$ cat src/rtl/rv32_mod_data_bus_bridge.sv
// Single-outstanding LSU-to-Wishbone data bridge with fully registered outputs.
// Defining RV32_DBUS_TIMEOUT_EN adds a bus-wait timeout of TIMEOUT_CYCLES BUS cycles.
module rv32_mod_data_bus_bridge #(
  parameter int unsigned TIMEOUT_CYCLES = 255
) (
  input  logic        clk,
  input  logic        reset,
  input  logic        data_req,
  input  logic        data_wr,
  input  logic [3:0]  data_be,
  input  logic [31:0] data_addr,
  input  logic [31:0] data_data_i,
  output logic [31:0] data_data_o,
  output logic        data_ack,
  output logic        data_err,
  output logic        wb_cyc,
  output logic        wb_stb,
  output logic        wb_we,
  output logic [3:0]  wb_sel,
  output logic [31:0] wb_adr,
  output logic [31:0] wb_dat_o,
  input  logic [31:0] wb_dat_i,
  input  logic        wb_ack,
  input  logic        wb_err
);

  typedef enum logic [1:0] {IDLE, BUS, RESP} state_t;

  state_t      state, state_nxt;
  logic        cyc_nxt, we_nxt, ack_nxt, err_nxt;
  logic [3:0]  sel_nxt;
  logic [31:0] adr_nxt, wdat_nxt, rdat_nxt;

  // Empty marker block: elaborates only for an illegal TIMEOUT_CYCLES value.
  if (TIMEOUT_CYCLES < 1 || TIMEOUT_CYCLES > 65535) begin : g_timeout_cycles_out_of_range
  end

`ifdef RV32_DBUS_TIMEOUT_EN
  localparam logic [15:0] TMO_LAST = 16'(TIMEOUT_CYCLES - 1);
  logic [15:0] tmo_cnt, tmo_cnt_nxt;
`endif

  always_comb begin
    state_nxt = state;
    cyc_nxt   = wb_cyc;
    we_nxt    = wb_we;
    sel_nxt   = wb_sel;
    adr_nxt   = wb_adr;
    wdat_nxt  = wb_dat_o;
    rdat_nxt  = data_data_o;
    ack_nxt   = 1'b0;
    err_nxt   = 1'b0;
`ifdef RV32_DBUS_TIMEOUT_EN
    tmo_cnt_nxt = tmo_cnt;
`endif
    case (state)
      IDLE: begin
        if (data_req) begin
          if (data_be != '0) begin
            state_nxt = BUS;
            cyc_nxt   = 1'b1;
            we_nxt    = data_wr;
            sel_nxt   = data_be;
            adr_nxt   = data_addr;
            wdat_nxt  = data_data_i;
`ifdef RV32_DBUS_TIMEOUT_EN
            tmo_cnt_nxt = '0;
`endif
          end else begin
            state_nxt = RESP;
            err_nxt   = 1'b1;
          end
        end
      end
      BUS: begin
        // wb_err is tested first so it wins over a simultaneous wb_ack
        if (wb_err) begin
          state_nxt = RESP;
          cyc_nxt   = 1'b0;
          err_nxt   = 1'b1;
        end else if (wb_ack) begin
          state_nxt = RESP;
          cyc_nxt   = 1'b0;
          ack_nxt   = 1'b1;
          if (!wb_we) rdat_nxt = wb_dat_i;
        end
`ifdef RV32_DBUS_TIMEOUT_EN
        else if (tmo_cnt == TMO_LAST) begin
          state_nxt = RESP;
          cyc_nxt   = 1'b0;
          err_nxt   = 1'b1;
        end else begin
          tmo_cnt_nxt = tmo_cnt + 16'd1;
        end
`endif
      end
      RESP:    state_nxt = IDLE;
      default: state_nxt = IDLE;
    endcase
  end

  always_ff @(posedge clk or posedge reset) begin
    if (reset) begin
      state       <= IDLE;
      wb_cyc      <= 1'b0;
      wb_stb      <= 1'b0;
      wb_we       <= 1'b0;
      wb_sel      <= '0;
      wb_adr      <= '0;
      wb_dat_o    <= '0;
      data_data_o <= '0;
      data_ack    <= 1'b0;
      data_err    <= 1'b0;
    end else begin
      state       <= state_nxt;
      wb_cyc      <= cyc_nxt;
      wb_stb      <= cyc_nxt;
      wb_we       <= we_nxt;
      wb_sel      <= sel_nxt;
      wb_adr      <= adr_nxt;
      wb_dat_o    <= wdat_nxt;
      data_data_o <= rdat_nxt;
      data_ack    <= ack_nxt;
      data_err    <= err_nxt;
    end
  end

`ifdef RV32_DBUS_TIMEOUT_EN
  always_ff @(posedge clk or posedge reset) begin
    if (reset) tmo_cnt <= '0;
    else       tmo_cnt <= tmo_cnt_nxt;
  end
`endif

endmodule

$ cat config.mk
export PLATFORM = sky130hd
export DESIGN_NAME = rv32_mod_data_bus_bridge
export DESIGN_NICKNAME = d
export VERILOG_FILES = /design/src/rtl/rv32_mod_data_bus_bridge.sv
export SDC_FILE = /design/constraint.sdc
export NUM_CORES = 1
export LEC_CHECK = 0
export ABC_AREA = 1
export BUFFER_PORTS_ARGS = -buffer_cell sky130_fd_sc_hd__buf_2
export CORE_UTILIZATION = 24
export DETAILED_ROUTE_END_ITERATION = 10
export GPL_ROUTABILITY_DRIVEN = 0
export GPL_TIMING_DRIVEN = 0
export HOLD_SLACK_MARGIN = 0.06
export PLACE_DENSITY_LB_ADDON = 0.08
export SYNTH_ARGS = -nofsm -noshare
export SYNTH_HDL_FRONTEND = slang
export SYNTH_SLANG_ARGS = --single-unit
$ cat constraint.sdc
create_clock -name clk -period 3.54 [get_ports clk]
set_input_delay 0.177 -clock clk [delete_from_list [all_inputs] [get_ports clk]]
set_output_delay 0.177 -clock clk [all_outputs]
set_load 0.01 [all_outputs]
Word level (Yosys, flattened, before mapping)
Index checks and enable logic that the tools add are counted.
Widths: inputs -> output; s select.

word-level totals
  flip-flop bits (word level) = 106
  bits in latches = 0
  memory bits (writable) = 0
  ROM bits = 0
  bits of input ports = 106
  word-level logic and storage cells = 39
  memories = 0

operators by class
  $add $sub $neg = 0
  $mul = 0
  div/mod/pow operators = 0
  magnitude comparators = 0
  equal/unequal tests = 4
  shifts and indexed selects = 0
  multiplexer cells = 17
  bitwise operators = 2
  reduce and logical (&&, ||, !) cells = 7

operators with widths
  cell                count
  $mux 1              10
  $mux 2              4
  $reduce_and 4->1    2
  $ne 2x2->1 const B  2
  $pmux 1 s2          2
  $pmux 2 s2          1
  $reduce_bool 4->1   1
  $ne 3x3->1 const B  1
  $reduce_and 3->1    1
  $eq 2x1->1 const B  1
  $logic_not 2->1     1
  $not 1->1           2
  $reduce_and 2->1    1
  $reduce_bool 2->1   1

Depth between registers and ports, before layout
  depth in word-level cells = 4
  mapped depth = 7
  mapped depth without buffers = 7

Worst setup path after synthesis
No wires, ideal clock.

  kind = register to register
  from = register state[1]
  to = register wb_dat_o[10]
  library setup time = 0.133 ns
  arrival time = 1.021 ns
  slack = 2.387 ns
  cell stages (with the launch flop) = 7
  buffers on the path = 2
  path through = dfrtp_1 -> nor2_4 -> nand3_4 -> buf_12 -> buf_6 -> nand2_1 -> o21ai_0

on the way
  word-level cells in the longest chain between the ends = 2

RTL lines
  item                               line  text
  start, declared                    29    state_t state, state_nxt;
  start signal, assigned             115   state <= state_nxt;
  $logic_not 2->1                    56    case (state)
  $reduce_and 3->1 (no source line)  n/a
  end signal, assigned               121   wb_dat_o <= wdat_nxt;
  end, declared                      21    output logic [31:0] wb_dat_o,

No other way between the ends.
A chain may end at the register's enable or synchronous reset.

Worst setup path after layout
  from = input port wb_err
  to = register data_data_o[13]

on the way
  word-level cells in the longest chain between the ends = 2

RTL lines
  item                               line  text
  start, declared                    24    input logic wb_err
  $not 1->1 (no source line)         n/a
  $reduce_and 4->1 (no source line)  n/a
  end signal, assigned               122   data_data_o <= rdat_nxt;
  end, declared                      13    output logic [31:0] data_data_o,

No other way between the ends.

==> results.sh <==
export IMPL_ir_worst_vdd_uv=324.4
export IMPL_grt_pass1_vias=4064
export IMPL_nFillCells=1932
export IMPL_startpoint_type="input port"
export IMPL_end_kind="register"
export IMPL_avgSynthCellArea_sq_um=9.914
export IMPL_cts_tree="yes"
export IMPL_rows=49
export IMPL_cts_root_buf="clkbuf_16"
export IMPL_skew_ns=0.01119
export IMPL_cts_buffers=9
export IMPL_relSlewSlack=0.6543
export IMPL_final_layout_size_suffix_gt1_frac=0.4161
export IMPL_synth_area_sq_um=4541
export IMPL_synth_seq_cells=106
export IMPL_ys_seq_area_frac=0.5842
export IMPL_holdWs_ns=0.07556
export IMPL_maxCapViolCount=0
export IMPL_worstMarginPinSlew_ns=0.5185
export IMPL_cts_sinks=106
export IMPL_critPathSlowestCell="dlygate4sd3_1"
export IMPL_synth_cells=458
export IMPL_crit_fanout=10
export IMPL_routed_wl_um=12160
export IMPL_path_cells="dlygate4sd3_1 -> buf_2 -> nor2_1 -> nand3_4 -> buf_6 -> nand2_1 -> o21ai_2"
export IMPL_ioPinCount=211
export IMPL_power_w=0.004929
export IMPL_htree_levels=3
export IMPL_finalCritPeriodShare=0.3690
export IMPL_io_buffers=210
export IMPL_worst_hold_path_type="in2reg"
export IMPL_first_pass_iters=4
export IMPL_cellPowerDensity_nw_per_um2=695.3
export IMPL_critPathTopFamily="buffers and inverters"
export IMPL_final_area_sq_um=7089
export IMPL_grt_use_total=0.1311
export IMPL_fin_util=0.3880
export IMPL_status="complete, no violations"
export IMPL_layout_min_cycle_time_ns=1.306
export IMPL_critPathBufInv=3
export IMPL_ys_warn_count=0
export IMPL_clk_pin_slew_ns=0.07
export IMPL_core_area_sq_um=18270
export IMPL_diodes=0
export IMPL_cpPeakStageDelay_ns=0.53
export IMPL_initial_utilization=0.2485
export IMPL_yosysUniqueCellTypes=22
export IMPL_clockBufferDepth=2
export IMPL_tns_ns=0
export IMPL_drtIter0Drc=89
export IMPL_fmax_mhz=765.5
export IMPL_die_w_um=139.5
export IMPL_worstSkewPairLatency_ns=0.35
export IMPL_nets=870
export IMPL_required_ns=3.78
export IMPL_rsz0062_at_grt="no"
export IMPL_ant_nets=0
export IMPL_drt_vias_per_instance=3.912
export IMPL_avgRoutedWirePerCell_um=12.18
export IMPL_hold_viol_final=0
export IMPL_path_class="in2reg"
export IMPL_met1_usage=0.1643
export IMPL_dpl_cell_area_sq_um=5911
export IMPL_grt_pass1_wl_um=20140
export IMPL_hpwl_um=8843
export IMPL_finalSetupViolCount=0
export IMPL_grt_use_met3=0.04714
export IMPL_met2_usage=0.2092
export IMPL_critPathArrivalTime_ns=1.55
export IMPL_drv_slew=0
export IMPL_grt_busiest_layer="met2"
export IMPL_vias=3904
export IMPL_grt_max_degree=55
export IMPL_grt_overflow_total=0
export IMPL_post_cts_buffers=0
export IMPL_synth_nets=564
export IMPL_p_leak_nw=3.940
export IMPL_die_h_um=139.5
export IMPL_antenna_found_initial=0
export IMPL_drcViolationCount=0
export IMPL_die_area_sq_um=19470
export IMPL_area_growth_pct=56.13
worst register-to-register path: stages, from the launching register on:
cell	delay, ns
dfrtp_1	0.45
nor2_4	0.06
nand3_4	0.12
clkbuf_1	0.38
o21ai_0	0.15
repair_timing:
item,in CTS,in global routing
resized for setup,0,0
hold endpoints to repair,135,0
hold buffers,84,0
sequential cells by signal, summed over array words and instances, names as in the netlist:
name and count:
state 2, data_data_o 32, wb_stb 1, data_err 1, data_ack 1, wb_dat_o 32
wb_we 1, wb_adr 32, wb_sel 4
final cells by class:
| cell class | count | area [sq um] | area share |
|---|---|---|---|
| buffer | 22 | 226.5 | 0.03194 |
| sequential | 106 | 2653 | 0.3742 |
| clock inverter | 5 | 85.08 | 0.01200 |
| clock buffer | 11 | 252.7 | 0.03565 |
| inverter | 107 | 406.6 | 0.05736 |
| multi-input combinational | 223 | 1260 | 0.1777 |
| tap | 229 | 286.5 | 0.04042 |
| timing repair buffer | 295 | 1919 | 0.2707 |
power by group:
part           leakage (nW)  internal [W]  total (W)  switching, W
sequential             1.32       0.00171    0.00197      0.000260
combinational          2.46      0.000830    0.00183       0.00100
clock                 0.162      0.000663    0.00113      0.000468
cells by family (layout without fill, tap and decap cells):
group / after synthesis / in the layout / share of synthesized area
AND/OR/NAND/NOR: 120 / 120 / 0.1116
flip-flops: 106 / 106 / 0.5842
buffers and inverters: 129 / 440 / 0.1383
AO/OA/AOI/OAI: 103 / 103 / 0.1659
path summary, 6_finish.rpt:
check	from	end	slack, ns	cells past startpoint
worst max-delay path	wb_err	data_data_o[13]$_DFFE_PP0P_	2.23	7
worst min-delay path	data_addr[1]	wb_adr[1]$_DFFE_PP0P_	0.08	3
worst max register to register	state[1]$_DFFE_PP0P_	wb_dat_o[10]$_DFFE_PP0P_	2.26	4
worst min register to register	data_data_o[21]$_DFFE_PP0P_	data_data_o[21]$_DFFE_PP0P_	0.48	2
max in group asynchronous	reset	data_ack$_DFF_PP0_	2.46	4
min in group asynchronous	reset	wb_adr[10]$_DFFE_PP0P_	0.42	3
cell usage after synthesis:
| cell type | n | area share |
|---|---|---|
| o21ai_2 | 63 | 0.12 |
| buf_12 | 1 | 0.0044 |
| buf_4 | 1 | 0.0017 |
| inv_2 | 1 | 0.00083 |
| o21ai_1 | 33 | 0.036 |
| nand3_4 | 2 | 0.0077 |
| o22ai_1 | 1 | 0.0014 |
| nor2_2 | 2 | 0.0028 |
| dfrtp_1 | 106 | 0.58 |
| nand3_1 | 1 | 0.0011 |
| buf_2 | 2 | 0.0022 |
| nand3b_1 | 1 | 0.0017 |
| clkbuf_2 | 1 | 0.0011 |
| nand2_2 | 1 | 0.0014 |
| buf_6 | 16 | 0.040 |
| nand2_1 | 109 | 0.090 |
| clkbuf_1 | 1 | 0.00083 |
| inv_1 | 106 | 0.088 |
| nor2_4 | 2 | 0.0050 |
| o21ai_0 | 6 | 0.0066 |
| nor2_1 | 1 | 0.00083 |
| nor3_1 | 1 | 0.0011 |
cells in the final DEF, fill, tap and decap left out, drive strengths merged:
master,instances
buf,231
bufinv,2
clkbuf,13
clkinv,1
clkinvlp,1
dfrtp,106
dlygate4sd3,84
inv,108
nand2,110
nand3,3
nand3b,1
nor2,5
nor3,1
o21ai,102
o22ai,1
per-layer routing:
metal / vias up / part of all wire
li1: 1983 / -
met1: 1776 / 0.45
met2: 134 / 0.46
met3: 11 / 0.079
met4: 0 / 0.013
met5: - / 0
through the flow:
step,cells,worst slack (ns)
5_1_grt,998,2.119
4_1_cts,998,2.201
3_5_place_dp,898,2.172
6_report,998,2.234
2_1_floorplan,458,0.5741
3_3_place_gp,897,-0.9825
Power figures use the tool's default switching activity.
